[config.mk]
export PLATFORM = sky130hd
export DESIGN_NAME = id_ex_stage_flat
export DESIGN_NICKNAME = d
export VERILOG_FILES = /design/src/rtl/id_ex_stage_if.sv /design/src/rtl/id_ex_stage.sv /design/src/flat_wrapper.sv
export SDC_FILE = /design/constraint.sdc
export NUM_CORES = 1
export LEC_CHECK = 0
export ABC_AREA = 1
export CORE_ASPECT_RATIO = 0.6
export CORE_MARGIN = 3
export CORE_UTILIZATION = 46
export DETAILED_ROUTE_END_ITERATION = 10
export MAX_ROUTING_LAYER = met4
export PLACE_DENSITY = 0.83
export SETUP_SLACK_MARGIN = 0.5
export SYNTH_ARGS = -nofsm -noshare
export SYNTH_HDL_FRONTEND = slang
export SYNTH_SLANG_ARGS = --single-unit
[constraint.sdc]
create_clock -name clk_i -period 3.1 [get_ports clk_i]
set_clock_uncertainty 0.1 [all_clocks]
set_input_delay 0.775 -clock clk_i [delete_from_list [all_inputs] [get_ports clk_i]]
set_output_delay 0.775 -clock clk_i [all_outputs]
set_load 0.1 [all_outputs]
[src/rtl/id_ex_stage_if.sv]
// rtl/id_ex_stage_if.sv - ID-side inputs and EX-side outputs of the ID/EX register
interface id_ex_stage_if #(
  parameter int DATA_W = 32,
  parameter int CNT_W  = 16
);
  logic              stall_i;
  logic              flush_i;
  logic [1:0]        ID_WB_i;
  logic [1:0]        ID_M_i;
  logic [3:0]        ID_EX_i;
  logic [DATA_W-1:0] ID_RSdata_i;
  logic [DATA_W-1:0] ID_RTdata_i;
  logic [DATA_W-1:0] ID_imm_i;
  logic [4:0]        ID_RSaddr_i;
  logic [4:0]        ID_RTaddr_i;
  logic [4:0]        ID_RDaddr_i;
  logic [1:0]        WB_o;
  logic [1:0]        M_o;
  logic [3:0]        EX_o;
  logic [DATA_W-1:0] RSdata_o;
  logic [DATA_W-1:0] RTdata_o;
  logic [DATA_W-1:0] imm_o;
  logic [4:0]        RSaddr_o;
  logic [4:0]        RTaddr_o;
  logic [4:0]        RDaddr_o;
  logic              valid_o;
  logic              hazard_o;
  logic [CNT_W-1:0]  bubble_cnt_o;
  logic [CNT_W-1:0]  flush_cnt_o;

  modport slave (
    input  stall_i, flush_i, ID_WB_i, ID_M_i, ID_EX_i, ID_RSdata_i, ID_RTdata_i,
           ID_imm_i, ID_RSaddr_i, ID_RTaddr_i, ID_RDaddr_i,
    output WB_o, M_o, EX_o, RSdata_o, RTdata_o, imm_o, RSaddr_o, RTaddr_o,
           RDaddr_o, valid_o, hazard_o, bubble_cnt_o, flush_cnt_o
  );

  modport master (
    output stall_i, flush_i, ID_WB_i, ID_M_i, ID_EX_i, ID_RSdata_i, ID_RTdata_i,
           ID_imm_i, ID_RSaddr_i, ID_RTaddr_i, ID_RDaddr_i,
    input  WB_o, M_o, EX_o, RSdata_o, RTdata_o, imm_o, RSaddr_o, RTaddr_o,
           RDaddr_o, valid_o, hazard_o, bubble_cnt_o, flush_cnt_o
  );
endinterface

[src/rtl/id_ex_stage.sv]
// rtl/id_ex_stage.sv - ID/EX pipeline register with load-use bubble insertion
module id_ex_stage #(
  parameter int DATA_W = 32,
  parameter int CNT_W  = 16
) (
  input  logic         clk_i,
  input  logic         rst_n_i,
  id_ex_stage_if.slave bus
);
  logic [1:0]        r_wb;
  logic [1:0]        r_m;
  logic [3:0]        r_ex;
  logic [DATA_W-1:0] r_rs_data;
  logic [DATA_W-1:0] r_rt_data;
  logic [DATA_W-1:0] r_imm;
  logic [4:0]        r_rs_addr;
  logic [4:0]        r_rt_addr;
  logic [4:0]        r_rd_addr;
  logic              r_valid;
  logic [CNT_W-1:0]  r_bubble_cnt;
  logic [CNT_W-1:0]  r_flush_cnt;
  logic              w_lu;
  logic              w_bubble;

  // A load in EX whose destination is read by the instruction in ID; $zero never counts.
  assign w_lu = r_m[0] & r_valid & (r_rt_addr != 5'd0) &
                ((r_rt_addr == bus.ID_RSaddr_i) | (r_rt_addr == bus.ID_RTaddr_i));
  assign w_bubble = bus.flush_i | w_lu;

  assign bus.hazard_o     = w_lu & ~bus.flush_i;
  assign bus.WB_o         = r_wb;
  assign bus.M_o          = r_m;
  assign bus.EX_o         = r_ex;
  assign bus.RSdata_o     = r_rs_data;
  assign bus.RTdata_o     = r_rt_data;
  assign bus.imm_o        = r_imm;
  assign bus.RSaddr_o     = r_rs_addr;
  assign bus.RTaddr_o     = r_rt_addr;
  assign bus.RDaddr_o     = r_rd_addr;
  assign bus.valid_o      = r_valid;
  assign bus.bubble_cnt_o = r_bubble_cnt;
  assign bus.flush_cnt_o  = r_flush_cnt;

  always_ff @(posedge clk_i or negedge rst_n_i) begin
    if (!rst_n_i) begin
      r_wb         <= '0;
      r_m          <= '0;
      r_ex         <= '0;
      r_rs_data    <= '0;
      r_rt_data    <= '0;
      r_imm        <= '0;
      r_rs_addr    <= '0;
      r_rt_addr    <= '0;
      r_rd_addr    <= '0;
      r_valid      <= 1'b0;
      r_bubble_cnt <= '0;
      r_flush_cnt  <= '0;
    end else if (!bus.stall_i) begin
      r_rs_data <= bus.ID_RSdata_i;
      r_rt_data <= bus.ID_RTdata_i;
      r_imm     <= bus.ID_imm_i;
      r_rs_addr <= bus.ID_RSaddr_i;
      r_rt_addr <= bus.ID_RTaddr_i;
      r_rd_addr <= bus.ID_RDaddr_i;
      // Bubbles zero every control bit so nothing downstream writes or forwards.
      if (w_bubble) begin
        r_wb    <= '0;
        r_m     <= '0;
        r_ex    <= '0;
        r_valid <= 1'b0;
      end else begin
        r_wb    <= bus.ID_WB_i;
        r_m     <= bus.ID_M_i;
        r_ex    <= bus.ID_EX_i;
        r_valid <= 1'b1;
      end
      if (bus.flush_i) begin
        if (r_flush_cnt != '1) r_flush_cnt <= r_flush_cnt + 1'b1;
      end else if (w_lu) begin
        if (r_bubble_cnt != '1) r_bubble_cnt <= r_bubble_cnt + 1'b1;
      end
    end
  end
endmodule
[src/flat_wrapper.sv]
// flat-port wrapper written by rule: the top's interface ports become plain ports
module id_ex_stage_flat 
#(
  parameter int DATA_W = 32,
  parameter int CNT_W  = 16
)
  (clk_i, rst_n_i, bus_stall_i, bus_flush_i, bus_ID_WB_i, bus_ID_M_i, bus_ID_EX_i, bus_ID_RSdata_i, bus_ID_RTdata_i, bus_ID_imm_i, bus_ID_RSaddr_i, bus_ID_RTaddr_i, bus_ID_RDaddr_i, bus_WB_o, bus_M_o, bus_EX_o, bus_RSdata_o, bus_RTdata_o, bus_imm_o, bus_RSaddr_o, bus_RTaddr_o, bus_RDaddr_o, bus_valid_o, bus_hazard_o, bus_bubble_cnt_o, bus_flush_cnt_o);
  id_ex_stage_if #(.DATA_W(DATA_W), .CNT_W(CNT_W)) bus_i ();
  input  logic clk_i;
  input  logic rst_n_i;
  input wire logic [$bits(bus_i.stall_i)-1:0] bus_stall_i;
  input wire logic [$bits(bus_i.flush_i)-1:0] bus_flush_i;
  input wire logic [$bits(bus_i.ID_WB_i)-1:0] bus_ID_WB_i;
  input wire logic [$bits(bus_i.ID_M_i)-1:0] bus_ID_M_i;
  input wire logic [$bits(bus_i.ID_EX_i)-1:0] bus_ID_EX_i;
  input wire logic [$bits(bus_i.ID_RSdata_i)-1:0] bus_ID_RSdata_i;
  input wire logic [$bits(bus_i.ID_RTdata_i)-1:0] bus_ID_RTdata_i;
  input wire logic [$bits(bus_i.ID_imm_i)-1:0] bus_ID_imm_i;
  input wire logic [$bits(bus_i.ID_RSaddr_i)-1:0] bus_ID_RSaddr_i;
  input wire logic [$bits(bus_i.ID_RTaddr_i)-1:0] bus_ID_RTaddr_i;
  input wire logic [$bits(bus_i.ID_RDaddr_i)-1:0] bus_ID_RDaddr_i;
  output wire logic [$bits(bus_i.WB_o)-1:0] bus_WB_o;
  output wire logic [$bits(bus_i.M_o)-1:0] bus_M_o;
  output wire logic [$bits(bus_i.EX_o)-1:0] bus_EX_o;
  output wire logic [$bits(bus_i.RSdata_o)-1:0] bus_RSdata_o;
  output wire logic [$bits(bus_i.RTdata_o)-1:0] bus_RTdata_o;
  output wire logic [$bits(bus_i.imm_o)-1:0] bus_imm_o;
  output wire logic [$bits(bus_i.RSaddr_o)-1:0] bus_RSaddr_o;
  output wire logic [$bits(bus_i.RTaddr_o)-1:0] bus_RTaddr_o;
  output wire logic [$bits(bus_i.RDaddr_o)-1:0] bus_RDaddr_o;
  output wire logic [$bits(bus_i.valid_o)-1:0] bus_valid_o;
  output wire logic [$bits(bus_i.hazard_o)-1:0] bus_hazard_o;
  output wire logic [$bits(bus_i.bubble_cnt_o)-1:0] bus_bubble_cnt_o;
  output wire logic [$bits(bus_i.flush_cnt_o)-1:0] bus_flush_cnt_o;
  assign bus_i.stall_i = bus_stall_i;
  assign bus_i.flush_i = bus_flush_i;
  assign bus_i.ID_WB_i = bus_ID_WB_i;
  assign bus_i.ID_M_i = bus_ID_M_i;
  assign bus_i.ID_EX_i = bus_ID_EX_i;
  assign bus_i.ID_RSdata_i = bus_ID_RSdata_i;
  assign bus_i.ID_RTdata_i = bus_ID_RTdata_i;
  assign bus_i.ID_imm_i = bus_ID_imm_i;
  assign bus_i.ID_RSaddr_i = bus_ID_RSaddr_i;
  assign bus_i.ID_RTaddr_i = bus_ID_RTaddr_i;
  assign bus_i.ID_RDaddr_i = bus_ID_RDaddr_i;
  assign bus_WB_o = bus_i.WB_o;
  assign bus_M_o = bus_i.M_o;
  assign bus_EX_o = bus_i.EX_o;
  assign bus_RSdata_o = bus_i.RSdata_o;
  assign bus_RTdata_o = bus_i.RTdata_o;
  assign bus_imm_o = bus_i.imm_o;
  assign bus_RSaddr_o = bus_i.RSaddr_o;
  assign bus_RTaddr_o = bus_i.RTaddr_o;
  assign bus_RDaddr_o = bus_i.RDaddr_o;
  assign bus_valid_o = bus_i.valid_o;
  assign bus_hazard_o = bus_i.hazard_o;
  assign bus_bubble_cnt_o = bus_i.bubble_cnt_o;
  assign bus_flush_cnt_o = bus_i.flush_cnt_o;
  id_ex_stage #(.DATA_W(DATA_W), .CNT_W(CNT_W)) u_core (.clk_i(clk_i), .rst_n_i(rst_n_i), .bus(bus_i));
endmodule
**Word-level counts from Yosys, hierarchy flattened**

Index checks and enable logic that the tools add are counted.

- Input bits: 123
- Output and inout bits: 153
- Flip-flop bits (word level): 152
- Word-level logic and storage cells: 33

- Reductions and logical operators: 3
- Bitwise gates (word level): 8
- Add/subtract/negate cells: 2
- Equality and inequality tests: 4
- Muxes and demuxes: 4

Operators with widths:

| cell | number |
|---|---|
| $add A16 B1 Y16 const B | 2 |
| $ne A16 B16 Y1 const B | 2 |
| $eq A5 B5 Y1 | 2 |
| $reduce_bool A5 Y1 | 1 |
| $and A1 B1 Y1 | 4 |
| $mux W2 | 2 |
| $mux W4 | 1 |
| $reduce_and A4 Y1 | 1 |
| $reduce_and A3 Y1 | 1 |
| $not A1 Y1 | 2 |
| $or A1 B1 Y1 | 2 |
| $mux W1 | 1 |

**Depth between registers and ports, before layout**

Gate-level depths: netlist (run 1).

- Depth after elaboration: 5
- Depth in mapped cells: 11
- Depth with buffers taken out: 11

**Worst setup path before layout (run 1)**

No wires, ideal clock.

- Kind: reg-to-output
- Start point: register u_core.r_rt_addr[3] (netlist: u_core.bus.RTaddr_o[3])
- End point: output bus_hazard_o
- Buffers on the path: 0
- Path slack: 50 ps
- Stages on the path, launching flop included: 9
- Data arrival time: 2175 ps
- Required time: 2225 ps
- Cell sequence: dfrtp_1 inv_1 nand2_1 nand2_1 nor2_1 nand3_1 nand2_2 nand3_2 inv_1

- Word-level cells in the longest chain between the ends: 4

RTL lines:

| item | RTL line | text |
|---|---|---|
| start: declaration | id_ex_stage.sv:17 | `logic [4:0] r_rt_addr;` |
| start signal: assignment | id_ex_stage.sv:63 | `r_rt_addr <= bus.ID_RTaddr_i;` |
| $eq A5 B5 Y1 or $reduce_bool A5 Y1 (tied branches) | id_ex_stage.sv:27, id_ex_stage.sv:26 |  |
| $or A1 B1 Y1 or $and A1 B1 Y1 (tied branches) | id_ex_stage.sv:27, id_ex_stage.sv:26 |  |
| $and A1 B1 Y1 (*) | id_ex_stage.sv:26 | `assign w_lu = r_m[0] & r_valid & (r_rt_addr != 5'd0) &` |
| $and A1 B1 Y1 (*) | id_ex_stage.sv:30 | `assign bus.hazard_o = w_lu & ~bus.flush_i;` |
| end: declaration | flat_wrapper.sv:32 | `output wire logic [$bits(bus_i.hazard_o)-1:0] bus_hazard_o;` |

Every way passes the cells marked *; elsewhere a longest branch is shown, timed or not.

**Worst setup path after layout (run 1)**

- Start point: input bus_ID_RSaddr_i[2]
- End point: output bus_hazard_o

- Word-level cells in the longest chain between the ends: 4

RTL lines:

| item | RTL line | text |
|---|---|---|
| start: declaration | flat_wrapper.sv:19 | `input wire logic [$bits(bus_i.ID_RSaddr_i)-1:0] bus_ID_RSaddr_i;` |
| $eq A5 B5 Y1 | id_ex_stage.sv:27 | `((r_rt_addr == bus.ID_RSaddr_i) \| (r_rt_addr == bus.ID_RTaddr_i));` |
| $or A1 B1 Y1 | id_ex_stage.sv:27 |  |
| $and A1 B1 Y1 | id_ex_stage.sv:26 |  |
| $and A1 B1 Y1 | id_ex_stage.sv:30 |  |

No other way between the ends.

==> impl_metrics.json, run 1 <==
{
  "max_cap_viol_count": 0,
  "h-tree-depth": 4,
  "finalMaxSlewViolations": 0,
  "hold_buffers": 0,
  "antenna_found_initial": 1,
  "setup_tns_ns": 0,
  "grt_pass1_vias": 5936,
  "die_h_um": 98.09,
  "fin_nets": 1198,
  "cp-start-kind": "primary input",
  "fmax_mhz": 386.8,
  "die_w_um": 159.5,
  "routed_wl_mm": 18.90,
  "max_stage_delay_ns": 0.19,
  "clock-root-buffer": "clkbuf_16",
  "timing.final.crit_share_pct": 83.40,
  "globalplace.congestion": 0.8579,
  "grt_start_max_net_pins": 77,
  "rows": 32,
  "yosysUniqueCellTypes": 25,
  "post-dp-hpwl_mm": 14.00,
  "synth.area.top_cells": "dfrtp_1 (59%), nand2_1 (26%), xor2_1 (2.2%)",
  "final_area_um2": 9711,
  "cts_sinks": 152,
  "track_usage_pct": 25.07,
  "syn_area_um2": 6501,
  "drc": 0,
  "final_util_pct": 72.83,
  "async_flop_share_pct": 100.0,
  "crit_arrival_ns": 1.71,
  "hold_viol": 0,
  "grt_first_pass_wirelength_mm": 30.49,
  "fillers": 1036,
  "p_leak_nw": 5.143,
  "peakVddDrop_v": 0.0007824,
  "power_frac_comb_pct": 33.5,
  "layout-drive-gt1-share_pct": 22.65,
  "fin_crit_ns": 2.586,
  "placed_area_um2": 9110,
  "synth_edf_count": 0,
  "vias": 6029,
  "cts_tree": "done",
  "synth_cells": 788,
  "synth_top_flop_cell": "dfrtp_1",
  "detail_route.first_pass.iterations": 4,
  "clockBufferDepth": 2,
  "yosys_register_bits": 152,
  "p_sw_share_pct": 42.24,
  "clk_latency_ns": 0.41,
  "synth_top_family_by_area": "simple AND/OR/NAND/NOR gates",
  "initial_core_util_pct": 48.76,
  "synth_fa_ha_area_share_pct": 0.3849,
  "cts_buffers": 17,
  "required_ns": 2.22,
  "viasPerCell": 4.732,
  "power_switching_mw": 2.705,
  "slowest_stage": "clkdlybuf4s15_1",
  "path_max_fanout": 2,
  "synth_area_per_cell_um2": 8.250,
  "port_buffers": 275,
  "clk_pin_slew_worst_paths_ns": 0.07,
  "synth_area_leader_cell": "dfrtp_1",
  "drtIter0Drc": 375,
  "syn-num-nets": 913,
  "die-area_um2": 15640,
  "crit_chain": "clkdlybuf4s15_1 > xnor2_1 > nand3_1 > nand2_2 > nand3_2 > clkinvlp_4 > buf_12",
  "ios": 276,
  "p_int_mw": 3.699,
  "ys_seq_area_share_pct": 58.51,
  "overflow": 0,
  "run_status": "finished clean",
  "relSlewSlack_pct": 48.77,
  "yosysTopAreaCellShare_pct": 58.51,
  "drt-wirelength-per-cell_um": 14.83,
  "antenna_violating_nets_post_route": 0,
  "worstMarginPinSlew_ns": 0.7685,
  "hp-class": "in -> async",
  "synth_warnings": 0,
  "power_density_nw_per_um2": 659.6,
  "synthSimpleGateAreaFrac_pct": 32.26,
  "cp-end-kind": "primary output",
  "fp.coreArea_um2": 13330,
  "synth-xor-area-share_pct": 3.637,
  "crit_type": "in -> out",
  "syn2layout_area_growth_pct": 49.36,
  "setup_viol": 0,
  "seq_power_share_pct": 36.1,
  "synth-compound-area-share_pct": 1.232,
  "clkPwrFrac_pct": 30.4,
  "synthMuxAreaShare_pct": 0,
  "rsz0062_at_grt": "true"
}
-- cells in the mapped netlist, types with 5 or more instances --
| cell | number |
|---|---|
| nand4_1 | 9 |
| clkbuf_1 | 22 |
| xor2_1 | 16 |
| nor2_1 | 26 |
| inv_2 | 5 |
| dfrtp_1 | 152 |
| xnor2_1 | 11 |
| o21ai_0 | 16 |
| inv_1 | 32 |
| nand3_1 | 23 |
| nand2_1 | 447 |
| nor3_1 | 6 |
-- cell usage in the layout (no fill, tap or decap), types with 9 or more instances in the layout --
master	n
nand3_1	23
clkbuf_16	17
nor2_1	25
xnor2_1	11
clkdlybuf4s50_1	110
buf_4	169
inv_2	11
inv_1	24
o21ai_0	16
nand4_1	9
xor2_1	16
dfrtp_1	145
nand2_1	447
-- registers in the layout, summed over array words and instances (netlist names) --
name / count
u_core.bus.EX_o: 4
u_core.bus.M_o: 2
u_core.bus.RDaddr_o: 5
u_core.bus.RSaddr_o: 5
u_core.bus.RSdata_o: 32
u_core.bus.RTaddr_o: 5
u_core.bus.RTdata_o: 32
u_core.bus.WB_o: 2
u_core.bus.bubble_cnt_o: 16
u_core.bus.flush_cnt_o: 16
u_core.bus.imm_o: 32
u_core.bus.valid_o: 1
-- metrics by stage --
step / total power, mW / std cells / hold WS, ns / setup slack, ns
floorplan: 3.869 / 788 / 0.3794 / 0.5720
global placement: 4.477 / 1232 / 0.3632 / 0.06003
detailed placement: 4.497 / 1232 / 0.3661 / 0.05859
CTS: 6.452 / 1272 / 0.2138 / 0.4936
global route: 6.640 / 1274 / 0.2277 / 0.4041
finish: 6.405 / 1274 / 0.2041 / 0.5144
-- worst max-delay path: cells and delay by family --
kind / cells / cell delay, ns
xor gates and xnor gates: 1 / 0.16
buffers and inverters: 3 / 0.46
and+or+nand+nor: 3 / 0.30
-- timing repair --
item                                    4_1_cts  5_1_grt
cloned                                        0        0
endpoints found under the setup margin        1       17
resized for setup                            44        0
buffers inserted                              8        1
pin swaps                                    14        0
-- logic make-up after synthesis --
group           after synthesis
compound gates               16
buf+inv                      65
flops                       152
fa+ha+maj                     2
xor+xnor                     27
simple gates                526
-- power by group through the flow --
| stage | Sequential, mW | Combinational [mW] | Clock [mW] |
|---|---|---|---|
| after global routing | 2.34 | 2.23 | 2.07 |
| after floorplan | 3.61 | 0.264 | 0 |
| after global placement | 2.34 | 2.14 | 0 |
| after CTS | 2.31 | 2.16 | 1.98 |
| after detailed placement | 2.34 | 2.16 | 0 |
| final | 2.31 | 2.14 | 1.95 |
-- worst paths after layout --
kind,to,startpoint,slack [ns],depth (start not counted)
min reg2reg,u_core.bus.RTdata_o[22],u_core.bus.RTdata_o[22],0.38,2
max,bus_hazard_o,bus_ID_RSaddr_i[2],0.51,7
min,u_core.bus.bubble_cnt_o[3],rst_n_i,0.20,1
min in group clk_i,u_core.bus.RTdata_o[22],u_core.bus.RTdata_o[22],0.38,2
max in group asynchronous,u_core.bus.RTaddr_o[4],rst_n_i,1.97,2
max reg2reg,u_core.bus.bubble_cnt_o[5],u_core.bus.RTaddr_o[0],0.70,18
-- final cells by class --
cell class | instances | area (um2) | area share, %
Multi-Input combinational cell | 571 | 2441 | 25.14
Antenna cell | 1 | 2.502 | 0.02577
Inverter | 37 | 143.9 | 1.482
Clock inverter | 14 | 126.4 | 1.301
Sequential cell | 152 | 3812 | 39.26
Clock buffer | 18 | 429.2 | 4.420
Timing Repair Buffer | 294 | 2521 | 25.96
Tap cell | 187 | 234.0 | 2.409
-- layer usage --
metal | wire length [um] | vias up | global-route usage [%] | part of all wire, %
li1 | - | 2981 | - | -
met1 | 8096 | 2805 | 32.09 | 43
met2 | 8981 | 226 | 39.62 | 48
met3 | 1620 | 17 | 7.842 | 8.6
met4 | 200 | 0 | 5.514 | 1.1
met5 | 0 | - | - | 0
No activity file was read; power rests on OpenSTA's default activity.
==> run 2: changes to the inputs <==
--- a/config.mk
+++ b/config.mk
@@ -8,10 +8,10 @@
 export ABC_AREA = 1
 export CORE_ASPECT_RATIO = 0.6
 export CORE_MARGIN = 3
-export CORE_UTILIZATION = 46
+export CORE_UTILIZATION = 39
 export DETAILED_ROUTE_END_ITERATION = 10
 export MAX_ROUTING_LAYER = met4
-export PLACE_DENSITY = 0.83
+export PLACE_DENSITY = 0.74
 export SETUP_SLACK_MARGIN = 0.5
 export SYNTH_ARGS = -nofsm -noshare
 export SYNTH_HDL_FRONTEND = slang
==> constraint.sdc (replaced) <==
create_clock -name clk_i -period 2.2 [get_ports clk_i]
set_clock_uncertainty 0.1 [all_clocks]
set_input_delay 0.55 -clock clk_i [delete_from_list [all_inputs] [get_ports clk_i]]
set_output_delay 0.55 -clock clk_i [all_outputs]
set_load 0.1 [all_outputs]
==> run 2 against run 1 <==
  * Global-route usage shrank 0.99 points
  * Synthesized cell count is the same
  * The flow now stops in detailed routing
  * Area after synthesis is the same
==> impl_metrics.json, run 2 <==
{
  "synth_fa_ha_area_share_pct": 0.3849,
  "synth_top_flop_cell": "dfrtp_1",
  "synth_cells": 788,
  "tool.error": "[ERROR DRT-0255] Maze Route cannot find path of net clk_i in worker of routeBox ( 144900 0 ) ( 172680 48300 ).",
  "die_h_um": 106.0,
  "async_flop_share_pct": 100.0,
  "port_buffers": 275,
  "yosysUniqueCellTypes": 25,
  "yosys_register_bits": 152,
  "h-tree-depth": 4,
  "grt_start_max_net_pins": 100,
  "clockBufferDepth": 2,
  "grt-worst-endpoint": "bus_hazard_o",
  "run_status": "did not finish",
  "synth_area_per_cell_um2": 8.250,
  "synth_edf_count": 0,
  "grt_pass1_vias": 6463,
  "synth_top_family_by_area": "simple AND/OR/NAND/NOR gates",
  "synth-xor-area-share_pct": 3.637,
  "synth.area.top_cells": "dfrtp_1 (59%), nand2_1 (26%), xor2_1 (2.2%)",
  "rows": 35,
  "clock-root-buffer": "clkbuf_16",
  "antenna_found_initial": 0,
  "track_usage_pct": 24.08,
  "initial_core_util_pct": 41.12,
  "overflow": 0,
  "worst_endpoint_kind": "top-level output",
  "yosys-top-cells-count": "nand2_1 (447), dfrtp_1 (152), inv_1 (32), nor2_1 (26), nand3_1 (23)",
  "cts_buffers": 17,
  "yosysTopAreaCellShare_pct": 58.51,
  "die_w_um": 172.7,
  "ys_seq_area_share_pct": 58.51,
  "yosysMostFrequentCell": "nand2_1",
  "ios": 276,
  "synth_warnings": 0,
  "cts_sinks": 152,
  "synthSimpleGateAreaFrac_pct": 32.26,
  "synthMuxAreaShare_pct": 0,
  "stop_stage": "detailed routing",
  "synth-compound-area-share_pct": 1.232,
  "syn_area_um2": 6501,
  "post-dp-hpwl_mm": 14.85,
  "syn-num-nets": 913,
  "synth_area_leader_cell": "dfrtp_1",
  "globalplace.congestion": 0.8724,
  "grt_first_pass_wirelength_mm": 34.15
}
[run 2: per-stage QoR]
stage / cell area [um2] / TNS [ns] / setup slack [ns] / hold slack (ns) / std cells
2_1_floorplan: 6661 / 0 / 0.03890 / 0.1544 / 788
3_3_place_gp: 9831 / -3.206 / -0.3611 / 0.3637 / 1273
3_5_place_dp: 9831 / -3.889 / -0.3649 / 0.3661 / 1273
4_1_cts: 11330 / -0.1800 / -0.1800 / 0.3834 / 1345
5_1_grt: 12250 / -0.2898 / -0.2898 / 0.4216 / 1365
[run 2: what timing repair did]
action / in CTS / in global routing
setup buffers: 37 / 19
hold buffers: 1 / 0
endpoints found under the setup margin: 186 / 165
resized for setup: 162 / 188
gates cloned: 3 / 1
pin swaps: 20 / 20
hold endpoints to repair: 29 / 0
[run 2: kinds of logic after synthesis]
logic type / count (synthesis)
compound gates: 16
flops: 152
xor+xnor: 27
fa+ha+maj: 2
buf+inv: 65
simple gates: 526
[run 2: layer usage]
layer	GRT usage (%)
met1	30.67
met2	38.69
met3	7.316
met4	4.740
met5	-
==> run 3: changes to the inputs <==
--- a/config.mk
+++ b/config.mk
@@ -6,13 +6,10 @@
 export NUM_CORES = 1
 export LEC_CHECK = 0
 export ABC_AREA = 1
-export CORE_ASPECT_RATIO = 0.6
 export CORE_MARGIN = 3
-export CORE_UTILIZATION = 39
+export CORE_UTILIZATION = 40
 export DETAILED_ROUTE_END_ITERATION = 10
-export MAX_ROUTING_LAYER = met4
-export PLACE_DENSITY = 0.74
-export SETUP_SLACK_MARGIN = 0.5
+export PLACE_DENSITY_LB_ADDON = 0.15
 export SYNTH_ARGS = -nofsm -noshare
 export SYNTH_HDL_FRONTEND = slang
 export SYNTH_SLANG_ARGS = --single-unit
==> constraint.sdc (replaced) <==
create_clock -name clk_i -period 2.85 [get_ports clk_i]
set_clock_uncertainty 0.1 [all_clocks]
set_input_delay 0.7125 -clock clk_i [delete_from_list [all_inputs] [get_ports clk_i]]
set_output_delay 0.7125 -clock clk_i [all_outputs]
set_load 0.1 [all_outputs]
==> run 3 against run 2 <==
  * The flow now finishes without violations
  * Global-route usage fell by 3.0 points
==> impl_metrics.json, run 3 (synthesis gave the netlist of run 1 again) <==
{
  "cts_sinks": 152,
  "reg2regPathDepth": 10,
  "drt-wirelength-per-cell_um": 14.51,
  "vias": 5874,
  "max_cap_viol_count": 0,
  "port_buffers": 275,
  "hp-class": "in -> async",
  "fp.coreArea_um2": 15540,
  "mostFrequentLayoutCells": "nand2_1 (447), buf_4 (161), dfrtp_1 (147), clkdlybuf4s50_1 (113), inv_1 (31)",
  "p_leak_nw": 5.177,
  "h-tree-depth": 4,
  "layout_commonest_cell": "nand2_1",
  "power_density_nw_per_um2": 736.5,
  "die-area_um2": 17820,
  "drtIter0Drc": 321,
  "grt_pass1_vias": 5766,
  "peakVddDrop_v": 0.0004335,
  "hold_viol": 0,
  "timing.final.crit_share_pct": 97.69,
  "finalMaxSlewViolations": 0,
  "die_h_um": 133.5,
  "cp-start-kind": "primary input",
  "clk_pin_slew_worst_paths_ns": 0.07,
  "cts_tree": "done",
  "fin_nets": 1189,
  "fin_crit_ns": 2.784,
  "viasPerCell": 4.561,
  "track_usage_pct": 21.12,
  "antenna_cells": 0,
  "run_status": "finished clean",
  "dp_cells": 1256,
  "setup_tns_ns": 0,
  "final_util_pct": 62.85,
  "rsz0062_at_grt": "false",
  "cp-end-kind": "primary output",
  "grt_first_pass_wirelength_mm": 29.88,
  "crit_type": "in -> out",
  "antenna_found_initial": 0,
  "initial_core_util_pct": 41.84,
  "cts_setup_buffers": 0,
  "worstMarginPinSlew_ns": 0.7784,
  "rows": 45,
  "setup_ws_ns": 0.06598,
  "relSlewSlack_pct": 48.11,
  "syn2layout_area_growth_pct": 50.23,
  "detail_route.first_pass.iterations": 6,
  "power_mw": 7.194,
  "setup_viol": 0,
  "routed_wl_mm": 18.69,
  "cts_buffers": 17,
  "die_w_um": 133.5,
  "grt_start_max_net_pins": 74,
  "crit_arrival_ns": 1.97,
  "path_max_fanout": 2,
  "final_cells": 1288,
  "clk_latency_ns": 0.42,
  "clock-root-buffer": "clkbuf_16",
  "layout-drive-gt1-share_pct": 20.52,
  "antenna_violating_nets_post_route": 0,
  "fmax_mhz": 359.2,
  "required_ns": 2.04,
  "drc": 0,
  "ios": 276,
  "post-dp-hpwl_mm": 13.48,
  "pre_cts_slack_ns": -0.04374,
  "globalplace.congestion": 0.8430,
  "clockBufferDepth": 2,
  "overflow": 0,
  "fillers": 1401
}
[run 3: per-layer routing]
metal | vias to the layer above | GRT usage (%) | part of all wire [%]
li1 | 2955 | - | -
met1 | 2700 | 25.51 | 41
met2 | 192 | 35.02 | 49
met3 | 27 | 7.817 | 7.5
met4 | 0 | 7.200 | 2.3
met5 | - | 0 | 0
[run 3: cell type report]
| cell class | instances | area, um2 | share of cell area [%] |
|---|---|---|---|
| flip-flops and latches | 152 | 3810 | 39.01 |
| repair buffers | 285 | 2491 | 25.51 |
| multi-input cells | 571 | 2441 | 24.99 |
| clock buffers | 19 | 452.9 | 4.637 |
| well taps | 211 | 264.0 | 2.703 |
| clock inverters | 13 | 167.7 | 1.717 |
| inverters | 37 | 140.1 | 1.435 |
[run 3: power breakdown]
part	internal, mW	leakage (nW)	switching (mW)
clock	1.43	0.289	0.927
combinational	0.520	2.99	1.81
sequential	2.35	1.90	0.155
[run 3: what timing repair did]
item,in CTS,in global routing
endpoints found under the setup margin,1,1
gates resized for setup,3,6
pin swaps,0,6
hold buffers,0,0
[run 3: worst paths after layout]
path / from / to / slack (ns)
max reg2reg: u_core.bus.flush_cnt_o[0] / u_core.bus.flush_cnt_o[8] / 0.83
min reg2reg: u_core.bus.imm_o[7] / u_core.bus.imm_o[7] / 0.38
min: rst_n_i / u_core.bus.flush_cnt_o[7] / 0.19
max in group asynchronous: rst_n_i / u_core.bus.imm_o[5] / 1.80
min in group clk_i: u_core.bus.imm_o[7] / u_core.bus.imm_o[7] / 0.38
max: bus_ID_RSaddr_i[3] / bus_hazard_o / 0.07
[run 3: worst max-delay path: stages]
cell	delay, ns
clkdlybuf4s50_1	0.48
inv_1	0.05
nand2_1	0.05
nand2_1	0.06
nor2_1	0.08
nand3_1	0.08
nand2_2	0.10
nand3_2	0.09
inv_2	0.09
buf_12	0.17
[run 3: stage by stage]
stage,hold WS [ns],instance area [um2]
after floorplan,0.3169,6507
after global routing,0.2116,9767
final,0.1852,9767
after detailed placement,0.3658,9134
after CTS,0.1906,9752
after global placement,0.3638,9134
==> run 4: changes to the inputs <==
--- a/config.mk
+++ b/config.mk
@@ -5,9 +5,9 @@
 export SDC_FILE = /design/constraint.sdc
 export NUM_CORES = 1
 export LEC_CHECK = 0
-export ABC_AREA = 1
 export CORE_MARGIN = 3
 export CORE_UTILIZATION = 40
+export CTS_CLUSTER_DIAMETER = 60
 export DETAILED_ROUTE_END_ITERATION = 10
 export PLACE_DENSITY_LB_ADDON = 0.15
 export SYNTH_ARGS = -nofsm -noshare
==> run 4 against run 3 <==
  * Global-route usage fell by 1.9 points
  * Register-to-register slack got worse by 0.51 ns
  * Combinational power grew 9.0%
  * Non-clock buffer count is 11 higher
  * Count of clock-buffer cells in the layout rose by 4
  * Sequential power barely moved
==> impl_metrics.json, run 4 <==
{
  "run_status": "finished clean",
  "p_int_mw": 4.320,
  "timing.final.crit_share_pct": 98.60,
  "synth_edf_count": 0,
  "viasPerCell": 5.000,
  "hp-class": "in -> async",
  "cts_sinks": 152,
  "post-dp-hpwl_mm": 12.10,
  "synth-xor-area-share_pct": 5.290,
  "max_stage_delay_ns": 0.55,
  "slowest_stage": "or4_4",
  "clkPwrFrac_pct": 29.7,
  "fin_nets": 843,
  "cp-end-kind": "primary output",
  "pre_cts_slack_ns": -0.1197,
  "seq_power_share_pct": 35.1,
  "dp_cells": 872,
  "cts_buffers": 17,
  "yosys-top-cells-count": "dfrtp_1 (152), mux2_2 (114), xnor2_1 (34), nand3_1 (16), nand4_1 (15)",
  "synth_area_leader_cell": "dfrtp_1",
  "p_sw_share_pct": 40.13,
  "synth_warnings": 0,
  "synth-compound-area-share_pct": 2.369,
  "hold_buffers": 0,
  "hold_viol": 0,
  "syn-num-nets": 546,
  "die_h_um": 129.8,
  "power_frac_comb_pct": 35.3,
  "async_flop_share_pct": 100.0,
  "h-tree-depth": 4,
  "crit_arrival_ns": 2.00,
  "required_ns": 2.04,
  "synthMuxAreaShare_pct": 20.96,
  "layout-drive-gt1-share_pct": 45.48,
  "drtIter0Drc": 155,
  "finalMaxSlewViolations": 0,
  "antenna_found_initial": 1,
  "setup_viol": 0,
  "path_max_fanout": 4,
  "ios": 276,
  "yosysMostFrequentCell": "dfrtp_1",
  "peakVddDrop_v": 0.0004543,
  "max_cap_viol_count": 0,
  "synth_top_flop_cell": "dfrtp_1",
  "cts_tree": "done",
  "synth_area_per_cell_um2": 14.55,
  "globalRoute.busiestLayer": "met2",
  "power_density_nw_per_um2": 763.2,
  "globalplace.congestion": 0.7800,
  "routed_wl_mm": 16.41,
  "yosys_register_bits": 152,
  "mostFrequentLayoutCells": "buf_4 (171), dfrtp_1 (147), mux2_2 (114), clkdlybuf4s50_1 (110), xnor2_1 (34)",
  "placed_area_um2": 8775,
  "final_cells": 916,
  "final_util_pct": 64.08,
  "setup_ws_ns": 0.03983,
  "track_usage_pct": 19.19,
  "crit_type": "reg -> out",
  "clockBufferDepth": 2,
  "vias": 4580,
  "syn2layout_area_growth_pct": 54.33,
  "grt_util_met2_pct": 32.70,
  "clock-root-buffer": "clkbuf_16",
  "grt_util_met3_pct": 7.859,
  "die_w_um": 129.8,
  "cp-start-kind": "register",
  "p_leak_nw": 4.276,
  "syn_area_um2": 6126,
  "clk_pin_slew_worst_paths_ns": 0.06,
  "fmax_mhz": 355.9,
  "die-area_um2": 16840,
  "synth_top_family_by_area": "multiplexers",
  "layout_commonest_cell": "buf_4",
  "clk_latency_ns": 0.41,
  "ys_seq_area_share_pct": 62.09,
  "drt-wirelength-per-cell_um": 17.91,
  "worstMarginPinSlew_ns": 0.6660,
  "synth_fa_ha_area_share_pct": 0.4085,
  "synthSimpleGateAreaFrac_pct": 7.312,
  "use_met1_pct": 21.53,
  "power_switching_mw": 2.896,
  "port_buffers": 275,
  "detail_route.first_pass.iterations": 4,
  "relSlewSlack_pct": 55.60,
  "synth.area.top_cells": "dfrtp_1 (62%), mux2_2 (21%), xnor2_1 (4.9%)",
  "grt_first_pass_wirelength_mm": 24.87,
  "yosysTopAreaCellShare_pct": 62.09,
  "drc": 0,
  "synth_cells": 421,
  "crit_chain": "or4_4 > o211ai_2 > nand2b_4 > nor2_4 > buf_12",
  "r2r_slack_ns": 0.32,
  "fin_crit_ns": 2.810,
  "final_area_um2": 9454,
  "overflow": 0,
  "initial_core_util_pct": 41.52,
  "antenna_violating_nets_post_route": 0,
  "fp.coreArea_um2": 14750,
  "yosysUniqueCellTypes": 32,
  "grt_pass1_vias": 4775,
  "rows": 44,
  "grt_start_max_net_pins": 121
}
==> run 4: cell count changes after synthesis, sizes merged, moves of 12 or more <==
cell	delta
clkbuf	-18
xnor2	+23
nor2	-24
inv	-35
and3	+12
xor2	-13
mux2	+114
o21ai	-15
nand2	-438
==> run 4: critical path, delay by kind of cell, from the launching register on <==
kind	cells	cell delay, ns
AND/OR/NAND/NOR	3	0.78
flip-flops	1	0.43
AO/OA/AOI/OAI	1	0.22
buffers and inverters	1	0.16
==> run 4: worst paths after layout <==
check | startpoint | endpoint | depth (start not counted)
worst max-delay path | u_core.bus.RTaddr_o[0] | bus_hazard_o | 5
worst max register to register | u_core.bus.RTaddr_o[3] | u_core.bus.bubble_cnt_o[1] | 13
worst min-delay path | rst_n_i | u_core.bus.flush_cnt_o[6] | 1
worst min register to register | u_core.bus.WB_o[1] | u_core.bus.WB_o[1] | 1
max in group asynchronous | rst_n_i | u_core.bus.RTaddr_o[4] | 2
min in group clk_i | u_core.bus.WB_o[1] | u_core.bus.WB_o[1] | 1
==> run 4: metal layers <==
metal  part of all wire [%]  up-vias  routed length (um)
met5                      0        -                   0
met1                     37     2278                6058
met4                    1.1        0                 186
li1                       -     2104                   -
met3                    9.5       13                1565
met2                     52      185                8599
==> run 4: repair_timing <==
item / 4_1_cts / 5_1_grt
endpoints found under the setup margin: 1 / 1
resized for setup: 9 / 5
hold endpoints to repair: 0 / 0
cloned: 0 / 0
pin swaps: 4 / 3
buffers inserted: 6 / 5
==> run 4: metrics by stage <==
| stage | hold slack [ns] | total power [mW] | setup TNS [ns] |
|---|---|---|---|
| floorplan | 0.3169 | 4.395 | 0 |
| global placement | 0.3775 | 5.079 | -0.1381 |
| detailed placement | 0.3874 | 5.103 | -0.1197 |
| CTS | 0.2303 | 7.274 | 0 |
| global route | 0.2584 | 7.470 | -0.02588 |
| finish | 0.2179 | 7.215 | 0 |
==> run 4: layout make-up <==
| class | count | area (um2) |
|---|---|---|
| clock inverters | 8 | 70.07 |
| flip-flops and latches | 152 | 3810 |
| fillers | 1162 | 5300 |
| well taps | 184 | 230.2 |
| diodes | 2 | 5.005 |
| multi-input cells | 249 | 2258 |
| repair buffers | 296 | 2575 |
| clock buffers | 23 | 498.0 |
| inverters | 2 | 7.507 |
==> run 4: cells by family after synthesis <==
| kind of cell | Yosys count |
|---|---|
| buffers and inverters | 20 |
| and+or+nand+nor | 80 |
| adders and majority gates | 2 |
| DFF | 152 |
| AOI/OAI and AO/OA | 16 |
| xor gates and xnor gates | 37 |
| muxes | 114 |
==> run 4: power by group through the flow <==
stage	clock (mW)	combinational [mW]	sequential, mW
floorplan	0	0.308	4.09
finish	2.14	2.54	2.53
detailed placement	0	2.54	2.57
global route	2.28	2.63	2.56
CTS	2.19	2.55	2.53
global placement	0	2.52	2.56
